===== src/rtl/dino_pkg.sv =====
// Shared constants, FSM encoding and frame-word helpers for the dino sprite writer.
package dino_pkg;

  typedef enum logic [8:0] {
    ADDR_DINO_X  = 9'd0,
    ADDR_DINO_Y  = 9'd1,
    ADDR_CLOUD_X = 9'd2,
    ADDR_CLOUD_Y = 9'd3,
    ADDR_L_CAC_X = 9'd4,
    ADDR_L_CAC_Y = 9'd5,
    ADDR_S_CAC_X = 9'd6,
    ADDR_S_CAC_Y = 9'd7,
    ADDR_BIRD_X  = 9'd8,
    ADDR_BIRD_Y  = 9'd9,
    ADDR_SCORE   = 9'd10,
    ADDR_SCORE_X = 9'd11,
    ADDR_SCORE_Y = 9'd12
  } dino_addr_e;

  typedef enum logic [1:0] {
    ST_INIT,
    ST_IDLE,
    ST_UPDATE,
    ST_WRITE
  } dino_state_e;

  localparam int GROUND_Y     = 180;
  localparam int DINO_X       = 40;
  localparam int JUMP_V       = 14;
  localparam int SPEED        = 2;
  localparam int HIT          = 24;
  localparam int CAC_START    = 255;
  localparam int CAC_Y        = 180;
  localparam int SCORE_X      = 35;
  localparam int SCORE_Y      = 441;
  localparam int FRAME_WRITES = 5;

  localparam logic signed [8:0] GROUND_Y_S = 9'(GROUND_Y);
  localparam logic signed [8:0] JUMP_VEL_S = 9'(-JUMP_V);
  localparam logic signed [8:0] HIT_Y_S    = 9'(GROUND_Y - HIT);
  localparam logic [7:0] CAC_START_B = 8'(CAC_START);
  localparam logic [7:0] SPEED_B     = 8'(SPEED);
  localparam logic [7:0] HIT_X_LO    = 8'(DINO_X - HIT);
  localparam logic [7:0] HIT_X_HI    = 8'(DINO_X + HIT);
  localparam logic [2:0] LAST_WRITE  = 3'(FRAME_WRITES - 1);
  localparam logic [31:0] SCORE_X_W  = 32'(SCORE_X);
  // The score row register is only 8 bits wide, so 441 lands on 185.
  localparam logic [31:0] SCORE_Y_W  = {24'd0, 8'(SCORE_Y)};

  function automatic logic [8:0] frame_addr(input logic [2:0] idx);
    case (idx)
      3'd0:    frame_addr = ADDR_DINO_X;
      3'd1:    frame_addr = ADDR_DINO_Y;
      3'd2:    frame_addr = ADDR_S_CAC_X;
      3'd3:    frame_addr = ADDR_S_CAC_Y;
      default: frame_addr = ADDR_SCORE;
    endcase
  endfunction

  function automatic logic [31:0] frame_data(input logic [2:0]        idx,
                                             input logic signed [8:0] dino_y,
                                             input logic [7:0]        cac_x,
                                             input logic [3:0]        score);
    case (idx)
      3'd0:    frame_data = 32'(DINO_X);
      3'd1:    frame_data = {23'd0, dino_y};
      3'd2:    frame_data = {24'd0, cac_x};
      3'd3:    frame_data = 32'(CAC_Y);
      default: frame_data = {28'd0, score};
    endcase
  endfunction

endpackage


===== src/rtl/dino_sync_edge.sv =====
// Two-flop synchronizer for an asynchronous level input, followed by a rising-edge detector.
module dino_sync_edge (
  input  logic clk_i,
  input  logic reset_i,
  input  logic async_i,
  output logic rise_o
);

  logic meta_q;
  logic sync_q;
  logic prev_q;

  always_ff @(posedge clk_i) begin
    if (reset_i) begin
      meta_q <= 1'b0;
      sync_q <= 1'b0;
      prev_q <= 1'b0;
    end else begin
      meta_q <= async_i;
      sync_q <= meta_q;
      prev_q <= sync_q;
    end
  end

  assign rise_o = sync_q & ~prev_q;

endmodule


===== src/rtl/dino_frame_writer.sv =====
// Dino game bus master: places the score sprite once, then per frame runs one game step
// and refreshes the dino, cactus and score registers of the sprite peripheral.
//   state     | meaning
//   ST_INIT   | place score sprite (reg 11, then reg 12)
//   ST_IDLE   | wait for the vertical-sync falling edge
//   ST_UPDATE | single-cycle game step
//   ST_WRITE  | refresh regs 0, 1, 6, 7, 10 in that order
module dino_frame_writer
  import dino_pkg::*;
(
  input  logic        clk,
  input  logic        reset,
  input  logic        VGA_VS,
  input  logic        jump_btn,
  output logic        chipselect,
  output logic        write,
  output logic [8:0]  address,
  output logic [31:0] writedata,
  input  logic        waitrequest,
  output logic        game_over,
  output logic        frame_miss
);

  dino_state_e state_q, state_d;
  logic [2:0]  idx_q, idx_d, idx_nx;
  logic        cs_q, cs_d;
  logic [8:0]  addr_q, addr_d;
  logic [31:0] wdata_q, wdata_d;

  logic signed [8:0] dino_y_q, dino_y_d;
  logic signed [8:0] vel_q, vel_d;
  logic signed [8:0] vel_use, vel_next, y_next;
  logic              on_ground_q, on_ground_d;
  logic [7:0]        cac_x_q, cac_x_d;
  logic [3:0]        score_q, score_d;
  logic              game_over_q, game_over_d;
  logic              jump_pending_q, jump_pending_d;
  logic              vs_q;
  logic              frame_miss_q;

  logic jump_edge;
  logic frame_tick;
  logic do_update;
  logic bus_done;

  dino_sync_edge u_jump_sync (
    .clk_i   (clk),
    .reset_i (reset),
    .async_i (jump_btn),
    .rise_o  (jump_edge)
  );

  assign frame_tick = vs_q & ~VGA_VS;
  assign do_update  = (state_q == ST_UPDATE);
  assign bus_done   = cs_q & ~waitrequest;
  assign idx_nx     = idx_q + 3'd1;

  always_comb begin
    state_d = state_q;
    idx_d   = idx_q;
    cs_d    = cs_q;
    addr_d  = addr_q;
    wdata_d = wdata_q;
    case (state_q)
      ST_INIT: begin
        if (!cs_q) begin
          cs_d    = 1'b1;
          idx_d   = 3'd0;
          addr_d  = ADDR_SCORE_X;
          wdata_d = SCORE_X_W;
        end else if (!waitrequest) begin
          if (idx_q == 3'd0) begin
            idx_d   = 3'd1;
            addr_d  = ADDR_SCORE_Y;
            wdata_d = SCORE_Y_W;
          end else begin
            cs_d    = 1'b0;
            idx_d   = 3'd0;
            addr_d  = '0;
            wdata_d = '0;
            state_d = ST_IDLE;
          end
        end
      end
      ST_IDLE: begin
        if (frame_tick) state_d = ST_UPDATE;
      end
      ST_UPDATE: begin
        state_d = ST_WRITE;
        cs_d    = 1'b1;
        idx_d   = 3'd0;
        addr_d  = frame_addr(3'd0);
        wdata_d = frame_data(3'd0, dino_y_q, cac_x_q, score_q);
      end
      ST_WRITE: begin
        if (bus_done) begin
          if (idx_q == LAST_WRITE) begin
            cs_d    = 1'b0;
            idx_d   = 3'd0;
            addr_d  = '0;
            wdata_d = '0;
            state_d = ST_IDLE;
          end else begin
            idx_d   = idx_nx;
            addr_d  = frame_addr(idx_nx);
            wdata_d = frame_data(idx_nx, dino_y_q, cac_x_q, score_q);
          end
        end
      end
      default: state_d = ST_INIT;
    endcase
  end

  always_comb begin
    dino_y_d       = dino_y_q;
    vel_d          = vel_q;
    on_ground_d    = on_ground_q;
    cac_x_d        = cac_x_q;
    score_d        = score_q;
    game_over_d    = game_over_q;
    jump_pending_d = jump_pending_q;
    vel_use        = vel_q;
    vel_next       = vel_q;
    y_next         = dino_y_q;
    if (do_update) begin
      jump_pending_d = 1'b0;
      if (game_over_q) begin
        if (jump_pending_q) begin
          dino_y_d    = GROUND_Y_S;
          vel_d       = '0;
          on_ground_d = 1'b1;
          cac_x_d     = CAC_START_B;
          score_d     = '0;
          game_over_d = 1'b0;
        end
      end else begin
        if (jump_pending_q && on_ground_q) begin
          vel_use     = JUMP_VEL_S;
          on_ground_d = 1'b0;
        end
        y_next   = dino_y_q + vel_use;
        vel_next = vel_use + 9'sd1;
        // Landing uses the post-increment velocity so a grounded dino stays put.
        if (vel_next > 9'sd0 && y_next >= GROUND_Y_S) begin
          dino_y_d    = GROUND_Y_S;
          vel_d       = '0;
          on_ground_d = 1'b1;
        end else begin
          dino_y_d = y_next;
          vel_d    = vel_next;
        end
        if (cac_x_q < SPEED_B) begin
          cac_x_d = CAC_START_B;
          score_d = (score_q == 4'd9) ? 4'd0 : score_q + 4'd1;
        end else begin
          cac_x_d = cac_x_q - SPEED_B;
        end
        if (cac_x_d > HIT_X_LO && cac_x_d < HIT_X_HI && dino_y_d > HIT_Y_S) begin
          game_over_d = 1'b1;
        end
      end
    end
    // An edge arriving during UPDATE stays pending for the next frame.
    if (jump_edge) jump_pending_d = 1'b1;
  end

  always_ff @(posedge clk) begin
    if (reset) begin
      state_q        <= ST_INIT;
      idx_q          <= '0;
      cs_q           <= 1'b0;
      addr_q         <= '0;
      wdata_q        <= '0;
      dino_y_q       <= GROUND_Y_S;
      vel_q          <= '0;
      on_ground_q    <= 1'b1;
      cac_x_q        <= CAC_START_B;
      score_q        <= '0;
      game_over_q    <= 1'b0;
      jump_pending_q <= 1'b0;
      vs_q           <= 1'b1;
      frame_miss_q   <= 1'b0;
    end else begin
      state_q        <= state_d;
      idx_q          <= idx_d;
      cs_q           <= cs_d;
      addr_q         <= addr_d;
      wdata_q        <= wdata_d;
      dino_y_q       <= dino_y_d;
      vel_q          <= vel_d;
      on_ground_q    <= on_ground_d;
      cac_x_q        <= cac_x_d;
      score_q        <= score_d;
      game_over_q    <= game_over_d;
      jump_pending_q <= jump_pending_d;
      vs_q           <= VGA_VS;
      frame_miss_q   <= frame_tick & (state_q != ST_IDLE);
    end
  end

  assign chipselect = cs_q;
  assign write      = cs_q;
  assign address    = addr_q;
  assign writedata  = wdata_q;
  assign game_over  = game_over_q;
  assign frame_miss = frame_miss_q;

endmodule

===== config.mk =====
export PLATFORM = sky130hd
export DESIGN_NAME = dino_frame_writer
export DESIGN_NICKNAME = d
export VERILOG_FILES = /design/src/rtl/dino_pkg.sv /design/src/rtl/dino_sync_edge.sv /design/src/rtl/dino_frame_writer.sv
export SDC_FILE = /design/constraint.sdc
export NUM_CORES = 1
export LEC_CHECK = 0
export ABC_AREA = 1
export BUFFER_PORTS_ARGS = -buffer_cell sky130_fd_sc_hd__buf_4
export CAP_MARGIN = 20
export CORE_UTILIZATION = 50
export DETAILED_ROUTE_END_ITERATION = 6
export PLACE_DENSITY_LB_ADDON = 0.25
export SETUP_SLACK_MARGIN = 0.1
export SYNTH_ARGS = -nofsm -noshare
export SYNTH_HDL_FRONTEND = slang
export SYNTH_SLANG_ARGS = --single-unit

===== constraint.sdc =====
create_clock -name clk -period 2.5 [get_ports clk]
set_input_delay 0.375 -clock clk [delete_from_list [all_inputs] [get_ports clk]]
set_output_delay 0.375 -clock clk [all_outputs]
set_load 0.05 [all_outputs]

==> run metrics <==
Detailed Place HPWL 6567 microns; sequential-to-total area share from yosys stat 0.2961; Critical Path Start Type flop; DR pass1 iterations 5; drt drc 0; Final setup viols 0; Cell Chain, Critical Path nand2_8, inv_4, nor2_4, ha_4, fa_2, nand2_1, nand2_1, nand2_2, nand2_2, nand2_2, nand3b_1, nand2_2, nor2_4, nand3_4, buf_12, nand2_4, nand2_4, nand3_2; crit path time final 2.347 ns; port bufs 21; VDD IR max 570.7 uV; number of max-cap violations 0; vias in the first global route 3,232; row cnt 31; M1 GR Usage 0.2979; crit-path leading delay family simple AND/OR/NAND/NOR gates; Worst-Margin Slew 0.8706 ns; count of cell types in the netlist 46; total global-route track usage 0.2266; Core ar. 7370 sq um; Critical-path top delay cell dfxtp_4; DIE AREA 8062 sq um; FF+latch area 1150 sq um; DP Area 4030 sq um; RSZ-0062 raised after global routing false; Avg Inst Size Synth 7.150 sq um; fin crit share 0.9388; kind of critical path flop to flop; Sw Ratio 0.4634; Worst Setup Slack, final 0.1531 ns; CTS Buf Count 9; area occupied by multi-input gates 2404 sq um; antenna violations before repair 0; total power 0.004749 W; worst hold path type input port to flop; Total Wirelength 9694 microns; P per Cell Area 1036 nW/um^2; gr ovfl total 0; CP max FO 7; Layout area overhead 18.96%; Hold Fails Final Rpt 0; Critical Path Most Common Cell nand2_2; Primary FF master, synth dfxtp_1; Clk Latency, worst-skew pair 0.34 ns; Final Net Count 604; Syn Inst Count 539; vias per cell 5.391; Clk pwr share 0.206; first-pass GRT wire length 14,870 microns; Post-synth EDFFs 0; Antenna Cells 0; dpl ws 0.03565 ns; met3 global-route usage 0.04230; Max Root-Sink Buffers 2; Critical Path Max Stage Delay 0.39 ns; Initial Util 0.5229; final setup TNS 0 ns; CTS sink count 57; CP arrival 2.53 ns; Die Y-Extent 89.79 microns; vias 3,666; headroom to the max-slew limit 0.4190; # H-tree levels 3; Root Buffer clkbuf_8; WP data required 2.68 ns; Max Clock Freq 0.4261 GHz; per-cell routed wire length 14.26 microns; Die Wd 89.79 microns; routability cong. 0.8788; largest net degree at the start of global routing 29; Yosys reg bits 57; Slew Limit Fails 0; met2 Use GR 0.3705; internal power 0.002548 W; asr flop ratio synth 0; commonest non-fill, non-tap cells in the layout nand2_1, inv_1, dfxtp_1, buf_4, nor2_1; GR peak layer met2; CTS tree done; Crit. End Element flop; Design Area, Final 4584 sq um; share of post-route cells with drive strength above 1 0.2616; Mapped Area 3854 sq um; most common cell after layout, fill and taps aside nand2_1; IO Pins 50; Buf/Inv on CP 2; filler instances 674; Warnings, synthesis 0; drt first-iter violations 361; skew final 0.01102 ns; status finished clean; clock-pin slew on the worst setup and hold paths 0.07 ns; Switch Pwr 0.002201 W; leakage 2.063 nW; antenna-violating nets left 0; sequential share of power 0.264; Comb pwr share 0.530
-- synth_stat cells (8+ instances only) --
library cell	instances	area share
nand2_1	106	0.10
inv_1	75	0.073
dfxtp_1	57	0.30
nor2_1	35	0.034
buf_4	31	0.060
o21ai_0	31	0.040
a21oi_1	30	0.039
nand3_1	30	0.039
ha_1	22	0.071
nand3_2	16	0.042
a21oi_2	11	0.025
nand2_2	9	0.015
o211ai_1	9	0.018
inv_2	8	0.0078
-- area by class of cell --
| cell class | count | share of cell area |
|---|---|---|
| Clock buffer | 12 | 0.03166 |
| Multi-Input combinational cell | 384 | 0.5243 |
| Sequential cell | 57 | 0.2508 |
| Clock inverter | 4 | 0.01665 |
| Inverter | 83 | 0.06850 |
| Tap cell | 99 | 0.02702 |
| Timing Repair Buffer | 41 | 0.08106 |
-- tightest hold or removal path, delay by kind of cell --
kind | cells | cell delay (ns)
buffers and inverters | 2 | 0.10
and+or+nand+nor | 1 | 0.06
-- final timing paths --
path	to	slack, ns	startpoint	cells after the start
setup / recovery	dino_y_q[2]	0.15	jump_pending_q	18
hold / removal	u_jump_sync.meta_q	0.23	jump_btn	3
setup reg to reg	dino_y_q[2]	0.15	jump_pending_q	18
hold reg to reg	u_jump_sync.sync_q	0.41	u_jump_sync.meta_q	2
-- stage by stage --
step                  util  cells  hold slack (ns)
floorplan                -    566           0.3883
global route        0.6221    680           0.2507
finish              0.6221    680           0.2340
CTS                 0.5796    669           0.2314
global placement    0.5469    653           0.3928
detailed placement  0.5469    653           0.3973
-- registers in the layout, summed over array words and instances (netlist names), 2 cells and up --
signal,flops
state_q,2
idx_q,3
cac_x_q,8
writedata,9
vel_q,9
score_q,4
address,4
dino_y_q,9
-- logic make-up after synthesis --
logic type	share of synthesized area
AO/OA/AOI/OAI	0.1597
XOR/XNOR	0.02045
adder cells (fa/ha/maj)	0.07662
buffers and inverters	0.1584
flip-flops	0.2961
other	0.0009731
AND/OR/NAND/NOR	0.2877
-- layer usage --
| layer | wire (microns) | up-vias |
|---|---|---|
| met5 | 0 | - |
| li1 | - | 1762 |
| met3 | 580 | 17 |
| met2 | 4497 | 156 |
| met1 | 4464 | 1731 |
| met4 | 152 | 0 |
-- power groups by stage --
stage,sequential [W],clock [W],combinational [W]
2_1_floorplan,0.00150,0,0.00140
3_3_place_gp,0.00126,0,0.00212
3_5_place_dp,0.00126,0,0.00215
4_1_cts,0.00125,0.000995,0.00217
5_1_grt,0.00127,0.00103,0.00272
6_report,0.00125,0.000979,0.00251
-- what timing repair did --
item                       4_1_cts  5_1_grt
hold buffers                     0        0
pin swaps                        0       19
setup endpoints to repair        6       17
resized for setup                5       47
gates cloned                     0        2
setup buffers                    0        9
(Power assumes the default switching activity.)
